--- src/rtl/cpu_pkg.sv ---
// Shared CPU datapath definitions.
// Provides the machine word width, the Booth recoding operation type, the
// multiplier FSM state type and a small Booth-pair decode helper.
package cpu_pkg;

  localparam int unsigned WORD_W = 32;

  typedef enum logic [1:0] {
    BOOTH_NOP,
    BOOTH_ADD,
    BOOTH_SUB
  } booth_op_e;

  typedef enum logic {
    MUL_IDLE,
    MUL_RUN
  } mul_state_e;

  // Radix-2 Booth recoding of the {Q[0], q-1} pair.
  function automatic booth_op_e booth_decode(input logic q0, input logic qm1);
    booth_op_e op;
    op = BOOTH_NOP;
    unique case ({q0, qm1})
      2'b01:   op = BOOTH_ADD;
      2'b10:   op = BOOTH_SUB;
      default: op = BOOTH_NOP;
    endcase
    return op;
  endfunction

endpackage

--- src/rtl/booth_mul32_if.sv ---
// Request/result bundle between the control unit and booth_mul32.
// Signals:
//   start - request a multiply (master -> slave)
//   a, b  - signed multiplicand / multiplier (master -> slave)
//   busy  - operation in progress (slave -> master)
//   done  - one-cycle pulse, hi/lo freshly updated (slave -> master)
//   hi,lo - product bits [63:32] / [31:0] (slave -> master)
interface booth_mul32_if;
  import cpu_pkg::*;

  logic              start;
  logic [WORD_W-1:0] a;
  logic [WORD_W-1:0] b;
  logic              busy;
  logic              done;
  logic [WORD_W-1:0] hi;
  logic [WORD_W-1:0] lo;

  modport master (
    output start, a, b,
    input  busy, done, hi, lo
  );

  modport slave (
    input  start, a, b,
    output busy, done, hi, lo
  );

endinterface

--- src/rtl/adder32.sv ---
// 32-bit ripple-style adder used as the ALU add/subtract engine.
// Ports:
//   a, b - addends
//   cin  - carry in
//   sum  - a + b + cin, low 32 bits
//   cout - carry out of bit 31
module adder32 (
  input  logic [31:0] a,
  input  logic [31:0] b,
  input  logic        cin,
  output logic [31:0] sum,
  output logic        cout
);

  assign {cout, sum} = {1'b0, a} + {1'b0, b} + {32'b0, cin};

endmodule

--- src/rtl/booth_mul32.sv ---
// Sequential signed 32x32 radix-2 Booth multiplier, one iteration per clock.
// A single adder32 instance performs every add/subtract; a 33-bit accumulator
// keeps M = -2^31 exact.
// Ports:
//   clk   - rising-edge clock
//   clr_n - asynchronous active-low reset
//   bus   - slave side of booth_mul32_if (start/a/b in, busy/done/hi/lo out)
module booth_mul32
  import cpu_pkg::*;
#(
  parameter int unsigned WIDTH = WORD_W
) (
  input  logic          clk,
  input  logic          clr_n,
  booth_mul32_if.slave  bus
);

  localparam int unsigned CntW = $clog2(WIDTH);
  localparam logic [CntW-1:0] CntLast = CntW'(WIDTH - 1);

  mul_state_e       r_state;
  mul_state_e       w_state_d;
  logic [WIDTH:0]   r_a;      // 33-bit accumulator
  logic [WIDTH-1:0] r_q;
  logic             r_qm1;
  logic [WIDTH-1:0] r_m;
  logic [CntW-1:0]  r_cnt;
  logic             r_busy;
  logic             r_done;
  logic [WIDTH-1:0] r_hi;
  logic [WIDTH-1:0] r_lo;

  logic             w_accept;
  logic             w_last;
  booth_op_e        w_op;
  logic [WIDTH-1:0] w_add_b;
  logic             w_add_cin;
  logic [WIDTH-1:0] w_sum;
  logic             w_cout;
  logic [WIDTH:0]   w_a_new;
  logic [WIDTH:0]   w_a_shr;
  logic [WIDTH-1:0] w_q_shr;

  // ---------------------------------------------------------------- FSM
  always_ff @(posedge clk or negedge clr_n) begin
    if (!clr_n) begin
      r_state <= MUL_IDLE;
    end else begin
      r_state <= w_state_d;
    end
  end

  always_comb begin
    w_state_d = r_state;
    w_accept  = 1'b0;
    w_last    = 1'b0;
    unique case (r_state)
      MUL_IDLE: begin
        if (bus.start) begin
          w_accept  = 1'b1;
          w_state_d = MUL_RUN;
        end
      end
      MUL_RUN: begin
        if (r_cnt == CntLast) begin
          w_last    = 1'b1;
          w_state_d = MUL_IDLE;
        end
      end
      default: w_state_d = MUL_IDLE;
    endcase
  end

  // ----------------------------------------------------------- Datapath
  always_comb begin
    w_op      = booth_decode(r_q[0], r_qm1);
    w_add_b   = '0;
    w_add_cin = 1'b0;
    unique case (w_op)
      BOOTH_ADD: w_add_b = r_m;
      BOOTH_SUB: begin
        w_add_b   = ~r_m;
        w_add_cin = 1'b1;
      end
      default: w_add_b = '0;
    endcase
  end

  adder32 u_adder (
    .a    (r_a[WIDTH-1:0]),
    .b    (w_add_b),
    .cin  (w_add_cin),
    .sum  (w_sum),
    .cout (w_cout)
  );

  // Bit 32 of a 33-bit add: sign(A) + sign-extension of b + carry from bit 31.
  assign w_a_new = {r_a[WIDTH] ^ w_add_b[WIDTH-1] ^ w_cout, w_sum};

  // Arithmetic right shift of {A, Q, q-1}.
  assign w_a_shr = {w_a_new[WIDTH], w_a_new[WIDTH:1]};
  assign w_q_shr = {w_a_new[0], r_q[WIDTH-1:1]};

  always_ff @(posedge clk or negedge clr_n) begin
    if (!clr_n) begin
      r_a    <= '0;
      r_q    <= '0;
      r_qm1  <= 1'b0;
      r_m    <= '0;
      r_cnt  <= '0;
      r_busy <= 1'b0;
      r_done <= 1'b0;
      r_hi   <= '0;
      r_lo   <= '0;
    end else begin
      r_done <= w_last;
      if (w_accept) begin
        r_m    <= bus.a;
        r_q    <= bus.b;
        r_qm1  <= 1'b0;
        r_a    <= '0;
        r_cnt  <= '0;
        r_busy <= 1'b1;
      end else if (r_state == MUL_RUN) begin
        r_a   <= w_a_shr;
        r_q   <= w_q_shr;
        r_qm1 <= r_q[0];
        r_cnt <= r_cnt + CntW'(1);
        if (w_last) begin
          r_busy <= 1'b0;
          r_hi   <= w_a_shr[WIDTH-1:0];
          r_lo   <= w_q_shr;
        end
      end
    end
  end

  assign bus.busy = r_busy;
  assign bus.done = r_done;
  assign bus.hi   = r_hi;
  assign bus.lo   = r_lo;

endmodule
--- src/flat_wrapper.sv ---
// flat-port wrapper written by rule: the top's interface ports become plain ports
module booth_mul32_flat import cpu_pkg::*;
#(
  parameter int unsigned WIDTH = WORD_W
)
  (clk, clr_n, bus_start, bus_a, bus_b, bus_busy, bus_done, bus_hi, bus_lo);
  booth_mul32_if bus_i ();
  input  logic clk;
  input  logic clr_n;
  input wire logic [$bits(bus_i.start)-1:0] bus_start;
  input wire logic [$bits(bus_i.a)-1:0] bus_a;
  input wire logic [$bits(bus_i.b)-1:0] bus_b;
  output wire logic [$bits(bus_i.busy)-1:0] bus_busy;
  output wire logic [$bits(bus_i.done)-1:0] bus_done;
  output wire logic [$bits(bus_i.hi)-1:0] bus_hi;
  output wire logic [$bits(bus_i.lo)-1:0] bus_lo;
  assign bus_i.start = bus_start;
  assign bus_i.a = bus_a;
  assign bus_i.b = bus_b;
  assign bus_busy = bus_i.busy;
  assign bus_done = bus_i.done;
  assign bus_hi = bus_i.hi;
  assign bus_lo = bus_i.lo;
  booth_mul32 #(.WIDTH(WIDTH)) u_core (.clk(clk), .clr_n(clr_n), .bus(bus_i));
endmodule
--- config.mk ---
export PLATFORM = sky130hd
export DESIGN_NAME = booth_mul32_flat
export DESIGN_NICKNAME = d
export VERILOG_FILES = /design/src/rtl/cpu_pkg.sv /design/src/rtl/booth_mul32_if.sv /design/src/rtl/adder32.sv /design/src/rtl/booth_mul32.sv /design/src/flat_wrapper.sv
export SDC_FILE = /design/constraint.sdc
export NUM_CORES = 1
export LEC_CHECK = 0
export ABC_AREA = 0
export CAP_MARGIN = 30
export CORE_MARGIN = 3
export CORE_UTILIZATION = 47
export DETAILED_ROUTE_END_ITERATION = 16
export GPL_TIMING_DRIVEN = 0
export HOLD_SLACK_MARGIN = 0.15
export PLACE_DENSITY = 0.71
export SLEW_MARGIN = 0
export SYNTH_ARGS = -nofsm -noshare
export SYNTH_HDL_FRONTEND = slang
export SYNTH_HIERARCHICAL = 1
export SYNTH_SLANG_ARGS = --single-unit
--- constraint.sdc ---
create_clock -name clk -period 4.14 [get_ports clk]
set_clock_uncertainty 0.1 [all_clocks]
set_input_delay 1.242 -clock clk [delete_from_list [all_inputs] [get_ports clk]]
set_output_delay 1.242 -clock clk [all_outputs]
set_load 0.02 [all_outputs]
### Word-level counts from Yosys, hierarchy flattened

Index checks and enable logic that the tools add are counted.

* flip-flop bits (word level): 170
* input bits: 67
* word-level logic and storage cells: 47

* $add $sub $neg: 3
* eq/ne operators: 5
* multiplexer cells: 20
* bitwise logic cells: 5
* reductions and logical operators: 4

Operator list (number)
* $mux W33: 2
* $mux W32: 2
* $pmux W32 S2: 1
* $add A32 B32 Y33: 1
* $add A33 B1 Y33: 1
* $not A32 Y32: 1
* $mux W1: 11
* $mux W5: 2
* $add A5 B1 Y5 const B: 1
* $eq A5 B5 Y1 const B: 1
* $eq A2 B1 Y1 const B: 2
* $eq A2 B2 Y1 const B: 2
* $pmux W2 S2: 1
* $reduce_bool A2 Y1: 2
* $reduce_and A3 Y1: 1
* $not A1 Y1: 2
* $pmux W1 S2: 1
* $reduce_and A2 Y1: 1
* $xor A1 B1 Y1: 2

### Logic depth before layout (Yosys ltp)

* word-level depth: 9
* mapped depth: 16

### Cells and area by module

Netlist, hierarchy kept.

By module, submodules not included
* booth_mul32: times used 1, cells each 528, area an instance 7245.7 um^2, sequential area each 4229.1 um^2
* adder32: times used 1, cells each 259, area an instance 1854.3 um^2, sequential area each 0.0 um^2

### Worst setup path after synthesis

OpenSTA, ideal clock, no wires.

* kind: register to register
* start point: register u_core.r_q[0]
* end point: register u_core.r_a[31]
* setup time: 0.136 ns
* data arrival time: 3.384 ns
* path slack: 0.520 ns
* stages on the path, launching flop included: 17
* path through: dfrtp_1 -> nand2b_1 -> clkbuf_1 -> clkbuf_2 -> inv_1 -> fa_1 -> fa_1 -> a21oi_1 -> o32ai_1 -> o211ai_2 -> a21o_1 -> o21ai_2 -> a21o_1 -> a211o_1 -> xor2_1 -> o2111ai_1 -> o211ai_1

* elaborated cells between the ends (all ways): 13
* those cells by class: add/sub (2); eq/ne (4); mux (5); bitwise (2)

RTL lines
* from (decl): RTL line booth_mul32.sv:24 `logic [WIDTH-1:0] r_q;`
* from (signal assigned): RTL line booth_mul32.sv:119 `r_q <= bus.b;`
* from (signal assigned): RTL line booth_mul32.sv:126 `r_q <= w_q_shr;`
* $eq A2 B2 Y1 / $eq A2 B1 Y1 (equally long branches): RTL line cpu_pkg.sv:23 `unique case ({q0, qm1})`
* $pmux W2 S2 *: RTL line cpu_pkg.sv:23
* $eq A2 B2 Y1 *: RTL line booth_mul32.sv:79 `unique case (w_op)`
* $mux W1 *: RTL line booth_mul32.sv:79
* named net u_core.w_add_cin: RTL line booth_mul32.sv:37 `logic w_add_cin;`
* $add A33 B1 Y33 *: RTL line adder32.sv:15 `assign {cout, sum} = {1'b0, a} + {1'b0, b} + {32'b0, cin};`
* named net u_core.w_cout: RTL line booth_mul32.sv:39 `logic w_cout;`
* $xor A1 B1 Y1 *: RTL line booth_mul32.sv:98 `assign w_a_new = {r_a[WIDTH] ^ w_add_b[WIDTH-1] ^ w_cout, w_sum};`
* $mux W33 *: RTL line booth_mul32.sv:124 `end else if (r_state == MUL_RUN) begin`
* $mux W33 *: RTL line booth_mul32.sv:117 `if (w_accept) begin`
* to (signal assigned): RTL line booth_mul32.sv:125 `r_a <= w_a_shr;`
* to (decl): RTL line booth_mul32.sv:23 `logic [WIDTH:0] r_a;`

Mark *: on every way through the listed nets, which the timed path passes. The rest lies on a longest branch. The select of a mux whose other input is x is not followed.
A chain may end at the register's enable or synchronous reset.

### Worst setup path in the final report

* start point: register u_core.r_qm1
* end point: register u_core.r_hi[19], in the netlist u_core/bus.hi[19]

* elaborated cells between the ends (all ways): 9
* those cells by class: add/sub (2); eq/ne (4); mux (3)

RTL lines
* from (decl): RTL line booth_mul32.sv:25 `logic r_qm1;`
* from (signal assigned): RTL line booth_mul32.sv:127 `r_qm1 <= r_q[0];`
* $eq A2 B2 Y1 / $eq A2 B1 Y1 (equally long branches): RTL line cpu_pkg.sv:23
* $pmux W2 S2 *: RTL line cpu_pkg.sv:23
* $eq A2 B2 Y1 *: RTL line booth_mul32.sv:79
* $mux W1 *: RTL line booth_mul32.sv:79
* named net u_core.w_add_cin: RTL line booth_mul32.sv:37
* $add A33 B1 Y33 *: RTL line adder32.sv:15
* named net u_core.w_a_new[20]: RTL line booth_mul32.sv:40 `logic [WIDTH:0] w_a_new;`
* to (signal assigned): RTL line booth_mul32.sv:131 `r_hi <= w_a_shr[WIDTH-1:0];`
* to (decl): RTL line booth_mul32.sv:30 `logic [WIDTH-1:0] r_hi;`

Mark *: on every way through the listed nets, which the timed path passes. The rest lies on a longest branch.

==> out/results.ini <==
[outcome]
status = complete, no violations

[synth]
synth_fa_ha_area_frac = 0.04977
ys_warn_count = 6
yosysTopAreaCell = dfrtp_1
synth_xor_area_frac = 0.02791
synth_compound_area_frac = 0.1504
syn_nets = 889
synth_enable_flop_cells = 0
seq_area_frac_synth = 0.4647
synthesis.area_sq_um = 9100
synth_area_leaders = dfrtp_1 (46%), mux2_4 (13%), ha_1 (4.5%)
synth_top_family_by_area = multiplexers
syn_area_per_cell_sq_um = 11.56
synth_simple_gate_area_frac = 0.08263
synthArstFlopShare = 1.000
netlist_instances = 787
synthMuxAreaShare = 0.1873
synth_cell_types = 62
synth_ff_type = dfrtp_1
synth-seq-cells = 169
synth.top_cell.area_share = 0.4647

[power]
clock_power_share = 0.150
power-per-cell-area_nw_per_um2 = 985.9
p_comb_frac = 0.582
power.internal_mw = 6.642
ir_drop_v = 0.0004213
leakagePower_nw = 5.368
p_total_mw = 11.27
p_seq_frac = 0.268
p_sw_mw = 4.624
power.share.switching = 0.4105

[floorplanning]
die_w_um = 145.1
dieArea_sq_um = 21070
start_util = 0.4817
rows = 50
core_sq_um = 18890
ios = 133
fp.dieH_um = 145.1

[sta]
finalHoldViolCount = 0
layout_min_cycle_time_ns = 3.939
slew_viol_final = 0
maxSlewHeadroom = 0.6211
setup_tns_ns = 0
worst_pin_slew_ns = 0.5684
finalSetupViolCount = 0
period_share = 0.9514
setup_slack_ns = 0.2010
fmax_mhz = 253.9

[setup_path]
worstSetupPathType = flop to flop
reg2regPathDepth = 14
timing.reg2reg.setup_slack_ns = 0.20
endpoint_kind = flop
arrival_ns = 4.15
r2r_start = u_core/r_qm1
crit_fanout = 10
critPathRequiredTime_ns = 4.35
crit_path_start_kind = flop
r2r_end = u_core/bus.hi[19]
startpoint = u_core/r_qm1

[place]
port-buffer-count = 131
dp.final_hpwl_um = 15040
dp_cells = 1179
gp_congestion = 0.8924
dpl_worst_slack_ns = -0.1357

[global_route]
grt_pass1_vias = 6398
overflow = 0
grt_max_degree = 108
grt_pass1_wl_um = 34870
track_usage = 0.2038
antenna_found_initial = 1

[finish]
fin_cells = 1212
synthToLayoutAreaGrowth_pct = 25.57
drive_gt1_frac = 0.1924
finalNetCount = 1040

[routing]
vias = 6539
route.detailed.drc = 0
via_per_inst = 5.395
wl_per_cell_um = 17.63
final_antenna_net_count = 0
drt-total-wl_um = 21370
drtIter0Drc = 408
dr.pass1.iters = 6

[clock_tree]
h-tree-depth = 4
cts_tree = yes
insertion_delay_ns = 0.43
cts_hold_buf = 0
cts_buffers = 17
path_clk_slew_ns = 0.07
cts-root-buf = clkbuf_16
clock_sinks = 169
cts.path.max_buffers = 2

[min_path]
hold_path_end = u_core/bus.busy
hold_depth = 2
hp-start = u_core/bus.busy
min_path_type = flop to flop

[job]
cap_violations = 0

==> worst max-delay path by stage <==
| stage | end | slack [ns] |
|---|---|---|
| detailed placement | u_core/r_a[31] | -0.14 |
| global placement | u_core/r_m[17] | -5.18 |
| finish | u_core/bus.hi[19] | 0.20 |
| global route | u_core/bus.hi[26] | -0.01 |
| CTS | u_core/bus.hi[31] | 0.01 |
| floorplan | u_core/r_a[31] | 0.52 |
==> power groups by stage <==
| stage | Sequential, mW | Combinational [mW] | Clock, mW |
|---|---|---|---|
| global placement | 3.03 | 6.30 | 0 |
| floorplan | 3.25 | 4.45 | 0 |
| CTS | 3.02 | 6.48 | 1.72 |
| global route | 3.12 | 7.12 | 1.80 |
| finish | 3.02 | 6.56 | 1.68 |
| detailed placement | 3.04 | 6.43 | 0 |
==> Yosys cell counts, drive strengths merged, types with 3 or more instances <==
library cell  instances
a21o                 13
buf                  31
a22o                 35
o21bai                6
clkbuf               12
nand3                 6
xor2                 17
inv                   9
a2111oi               3
a211oi                6
o21ai                85
a211o                 3
and3                  5
nand4                 9
a21oi                34
ha                   33
nand2                94
or3                   5
o21a                  5
xnor2                12
o31ai                 3
dfrtp               169
mux2                 96
nor2b                 3
nor3                  7
o211ai                7
nor2                 24
mux2i                33
==> cell families (layout without fill, tap and decap cells) <==
kind of cell / after synthesis / after routing
compound gates: 209 / 209
flops: 169 / 169
simple gates: 163 / 163
mux: 129 / 129
buf+inv: 53 / 217
fa+ha+maj: 35 / 35
xor+xnor: 29 / 29
other cells: 0 / 1
==> cells in the final DEF, fill, tap and decap left out, types with 6 or more instances in the layout <==
| cell type | instances |
|---|---|
| a211oi_1 | 6 |
| a21o_1 | 12 |
| a21oi_1 | 34 |
| a22o_1 | 35 |
| buf_2 | 12 |
| buf_4 | 7 |
| buf_6 | 14 |
| clkbuf_1 | 6 |
| clkbuf_16 | 17 |
| clkdlybuf4s50_1 | 130 |
| dfrtp_1 | 169 |
| ha_1 | 33 |
| inv_1 | 9 |
| mux2_2 | 18 |
| mux2_4 | 78 |
| mux2i_1 | 33 |
| nand2_1 | 91 |
| nand3_1 | 6 |
| nand4_1 | 8 |
| nor2_1 | 24 |
| nor3_1 | 7 |
| o211ai_1 | 6 |
| o21ai_0 | 75 |
| o21ai_1 | 9 |
| xnor2_1 | 11 |
| xor2_1 | 17 |
==> what timing repair did <==
item | CTS | global route
endpoints found under the setup margin | 7 | 24
pin swaps | 0 | 1
gates resized for setup | 1 | 13
setup buffers | 0 | 1
==> sequential cells by signal, indices dropped and copies added, names as in the netlist <==
signal	count
u_core/r_m	32
u_core/bus.done	1
u_core/r_a	32
u_core/bus.hi	32
u_core/r_cnt	5
u_core/bus.busy	1
u_core/bus.lo	32
u_core/r_q	32
u_core/r_state	1
u_core/r_qm1	1
==> routing by layer <==
metal | GRT usage | share of wire | routed length, um | vias to the layer above
li1 | - | - | - | 3158
met1 | 0.2947 | 0.48 | 10330 | 3186
met2 | 0.3200 | 0.47 | 9967 | 175
met3 | 0.03779 | 0.040 | 865 | 20
met4 | 0.04891 | 0.0098 | 210 | 0
met5 | 0 | 0 | 0 | -
==> layout make-up <==
cell class	instances	area, sq um
tap	260	325.3
multi-input combinational	565	4549
clock inverter	14	187.7
inverter	10	37.54
sequential	169	4229
fill	1588	7466
clock buffer	18	439.2
buffer	42	305.3
timing repair buffer	133	1351
antenna	1	2.502
==> worst max-delay path, cell delays in order, from the launching register on <==
cell	delay, ns
dfrtp_1	0.38
nand2b_2	0.24
buf_4	0.23
inv_1	0.08
fa_1	0.42
fa_1	0.43
a21oi_1	0.23
o32ai_1	0.15
o211ai_2	0.26
buf_4	0.18
a2111oi_2	0.07
o21bai_1	0.37
nor4bb_1	0.28
nor3b_1	0.12
mux2_4	0.28
==> per-stage QoR <==
stage                     cell area [sq um]  hold WS [ns]  utilization
after floorplan                        9100        0.3697            -
after detailed placement              10770        0.3866       0.5700
after CTS                             11390        0.4047       0.6031
after global routing                  11430        0.4153       0.6048
final                                 11430        0.3964       0.6048
after global placement                10740        0.3840       0.5683
(Power assumes the default switching activity.)
